## config.mk

```make
export PLATFORM = sky130hd
export DESIGN_NAME = sat_counter
export DESIGN_NICKNAME = d
export VERILOG_FILES = /design/src/rtl/d_latch_checker_sat_counter.sv
export SDC_FILE = /design/constraint.sdc
export NUM_CORES = 1
export LEC_CHECK = 0
export BUFFER_PORTS_ARGS = -buffer_cell sky130_fd_sc_hd__buf_2
export CAP_MARGIN = 30
export CORE_UTILIZATION = 50
export CTS_CLUSTER_DIAMETER = 60
export DETAILED_ROUTE_END_ITERATION = 8
export PLACE_DENSITY_LB_ADDON = 0.12
export SKIP_CTS_REPAIR_TIMING = 1
export SLEW_MARGIN = 5
export SYNTH_ARGS = -nofsm -noshare
export SYNTH_HDL_FRONTEND = slang
export SYNTH_SLANG_ARGS = --single-unit
```

## constraint.sdc

```tcl
create_clock -name clk -period 1.61 [get_ports clk]
set_input_delay 0.322 -clock clk [delete_from_list [all_inputs] [get_ports clk]]
set_output_delay 0.322 -clock clk [all_outputs]
set_load 0.05 [all_outputs]
```

## src/rtl/d_latch_checker_sat_counter.sv

```systemverilog
// Up-counter with increment enable that sticks at all-ones instead of wrapping.
module sat_counter #(
  parameter int W = 16
) (
  input  logic         clk,
  input  logic         rst,
  input  logic         inc,
  output logic [W-1:0] count
);

  always_ff @(posedge clk or posedge rst) begin
    if (rst) begin
      count <= '0;
    end else if (inc && (count != {W{1'b1}})) begin
      count <= count + 1'b1;
    end
  end

endmodule

```

## Word level (Yosys, flattened, before mapping)

Index checks and enable logic that the tools add are counted.

- $add $sub $neg: 1
- Multipliers: 0
- Div/mod/pow operators: 0
- Order comparisons: 0
- Equal/unequal tests: 1
- Shift-type cells: 0
- Multiplexer cells: 0
- Bitwise logic cells: 0
- Reductions and logical operators: 1

Operators with widths:

| operator | count |
|---|---|
| adder 16 x 1 -> 16 bit (second input constant) | 1 |
| != test 16 bit (second input constant) | 1 |
| logical AND 1 bit | 1 |

- Register bits after elaboration: 16
- Bits in latches: 0
- Memory bits (writable): 0
- Bits in read-only memories: 0
- Input bits: 3
- Output and inout port bits: 16
- Word-level logic and storage cells: 4
- Memories kept: 0

## Logic depth before layout (Yosys ltp)

- Depth after elaboration: 2
- Depth in mapped cells: 5
- Gate-level depth less buffers: 5

## Worst setup path after synthesis

Ideal clock, no wire load.

- Path kind: reg2reg
- Start point: register count[0]
- End point: register count[1]
- Library setup time: 0.125 ns
- Data arrival time: 1.740 ns
- Data required time: 1.485 ns
- Slack: -0.254 ns
- Cell stages (with the launch flop): 6
- Buffers on the path: 0
- Period minus slack after synthesis: 1.864 ns
- Cells stage by stage: dfrtp_1 ha_1 and3_1 nand4_4 nand2_2 mux2_2

- Cells in the longest elaborated chain, start to end: 2
- Elaborated cells between the ends (all ways): 3
- Those cells by class: 1 x add/sub; 1 x eq/ne; 1 x reduce/logical

RTL lines:

| element | line | source |
|---|---|---|
| start, declared | 8 | `output logic [W-1:0] count` |
| start signal, assigned | 15 | `count <= count + 1'b1;` |
| branches (longest 2 deep; another with adder 16 x 1 -> 16 bit) | -- |  |

Parallel ways; which one is timed is not known.
A chain may end at the register's enable or synchronous reset.

## Final worst setup path

- Start point: register count[0]
- End point: register count[14]

The elaborated chain is that of the path after synthesis.

==> impl_results.md <==
- Reg power frac: 0.418
- Gr usage total: 0.224
- Total number of vias: 627
- Switch share: 0.464
- Final setup fails: 0
- DP HPWL: ~1.2 mm
- Dpl cell area: approximately 960 sq um
- Number of synthesized register bits: 16
- Post-layout min period: 1.51 ns
- Critical Path Fanout Max: 5
- IO buf count: 18
- Synth cell types: 22
- Least-Margin Pin Slew: approximately 0.6 ns
- Post-synth net total: 75
- PwrDens: 1570 nW/um^2
- Worst Path Arrival: 1.69 ns
- Max-slew violations: 0
- Worst Skew: 0.00112 ns
- Synth Instances: 71
- Die area: ~1800 sq um
- Proportion of layout cells with a drive suffix above 1: 0.538
- Largest net degree at the start of global routing: 17
- Unrepaired setup endpoints after global routing: false
- Clock-pin slew on the worst setup and hold paths: around 0.09 ns
- Clock Latency Late Sink: slightly below 0.3 ns
- Cells along the critical path: ha_4 > and4_4 > nand3_2 > nor2_1 > mux2_2
- Remaining DRCs: 0
- Worst-path cell with the longest stage delay: dfrtp_2
- Leak: approximately 0.46 nW
- Headroom to the max-slew limit: 0.600
- Rows: 14
- DRT iter0 DRCs: 11
- Total Nets Final: 98
- Critical path class: reg -> reg
- Via/cell ratio: 5.75
- Total CTS buffers: 3
- Drt first pass iters: 5
- Remaining Overflow, GRT: 0
- Synthesized area: between 800 and 900 sq um
- Vias in the first global route: 573
- Die Span X: approximately 42 um
- Area added between synthesis and finish: 23.8%
- Max cap viols: 0
- Biggest register: count
- DRT antenna net count: 0
- Clk buf depth: 2
- Critical path launch point type: register
- TritonCTS Sinks: 16
- CTS root buffer: clkbuf_4
- P_int: around 0.84 mW
- Largest registers: count (16)
- Clock power share: 0.171
- Comb pwr share: 0.411
- Post-Route Setup TNS: 0 ns
- Tcrit/Tclk final: 0.939
- First-pass GRT wire length: 2.85 mm
- Status: complete, no violations
- Register area share after synthesis: 0.497
- Syn. warnings: 0
- Final Wtd Congestion: between 0.7 and 0.8
- Post-Route WL: 1.59 mm
- Post-route insts no fill: ~110
- CTS tree: built
- Setup crit end kind: register
- Synth Area per Inst: 11.3 sq um
- H-tree depth: 1
- Initial Utilization: 0.535
- CP peak stage delay: 0.43 ns
- Max frequency: 662 MHz
- Worst min-delay path class: in -> async
- Commonest cells after routing, fill and taps aside: 18 x buf_2, 16 x dfrtp_2, 11 x xnor2_1, 6 x nand2_1, 6 x nand3_1
- Switching power: 0.729 mW
- Finished Cell Area: ~1000 sq um
- CP top delay family: simple AND/OR/NAND/NOR gates
- Routed wire per std cell: approximately 15 um
- Worst EP required: 1.79 ns
- Final hold vios: 0
- Antenna violations before repair: 0
- # diodes: 0
- Core area: 1510 sq um
- Max reg flops: 16
- Top Ports: 19
- Fillers: 128
- Placed Cells: 105
- Worst path bufs/invs: 0
- Worst-case vdd ir drop: 1.50 mV
- Most common cell after layout, fill and taps aside: buf_2
- Die height: ~42 um
==> layer usage <==
layer / up-vias / global-route usage / routed length, um
met5: - / 0 / 0
met4: 0 / 0.131 / 41
met3: 5 / 0.0647 / 53
met2: 18 / 0.344 / 774
met1: 302 / 0.281 / 720
li1: 302 / - / -
==> Yosys cell counts (all sizes together) <==
master	n	area (sq um)
nand3	7	35.0
dfrtp	16	400
mux2i	1	10.0
ha	1	12.5
nand2	7	28.8
xnor2	11	96.3
nand4	7	65.1
mux2	2	22.5
and2	1	6.26
and4	4	36.3
a21oi	2	10.0
inv	1	3.75
nand2b	1	6.26
nor2	3	11.3
and3	5	32.5
nor4	1	21.3
o21a	1	7.51
==> final timing paths <==
kind,start,to,slack [ns],cells after the start
setup reg to reg,count[0],count[14],0.1,5
min in group clk,inc,count[0],0.34,3
setup / recovery,count[0],count[14],0.1,5
hold reg to reg,count[15],count[15],0.50,1
hold / removal,rst,count[2],0.08,2
max in group asynchronous,rst,count[10],1.11,2
==> worst reg2reg max path: stages, from the launching register on <==
cell,delay [ns]
dfrtp_2,0.43
ha_4,0.16
and4_4,0.25
nand3_2,0.09
nor2_1,0.12
mux2_2,0.35
==> per-stage QoR <==
stage / power (mW) / hold slack [ns] / setup WS (ns) / utilization
6_report: 1.57 / 0.0785 / 0.0986 / 0.662
5_1_grt: 1.67 / 0.124 / 0.0184 / 0.662
4_1_cts: 1.58 / 0.0979 / 0.0931 / 0.662
3_5_place_dp: 1.31 / 0.421 / 0.111 / 0.638
3_3_place_gp: 1.29 / 0.417 / 0.135 / 0.638
2_1_floorplan: 1.15 / 0.236 / 0.0160 / -
==> cell families after synthesis <==
| family | after synthesis | share of synthesized area |
|---|---|---|
| simple gates | 36 | 0.301 |
| flops | 16 | 0.497 |
| xor+xnor | 11 | 0.120 |
| compound gates | 3 | 0.0217 |
| mux | 3 | 0.0404 |
| buf+inv | 1 | 0.00465 |
| fa+ha+maj | 1 | 0.0155 |
==> area by class of cell <==
class                           instances  area, sq um  share of cell area
Tap cell                               16         20.0              0.0201
Sequential cell                        16          420               0.422
Timing Repair Buffer                   18         90.1              0.0903
Inverter                                1         3.75             0.00376
Clock buffer                            4         36.3              0.0364
Multi-Input combinational cell         54          427               0.428
==> power groups by stage <==
| stage | Combinational [mW] | Clock [mW] | Sequential (mW) |
|---|---|---|---|
| after floorplan | 0.201 | 0 | 0.948 |
| after global placement | 0.632 | 0 | 0.655 |
| after detailed placement | 0.649 | 0 | 0.664 |
| after CTS | 0.650 | 0.275 | 0.657 |
| after global routing | 0.694 | 0.298 | 0.675 |
| final | 0.646 | 0.269 | 0.656 |
No activity file was read; power rests on OpenSTA's default activity.
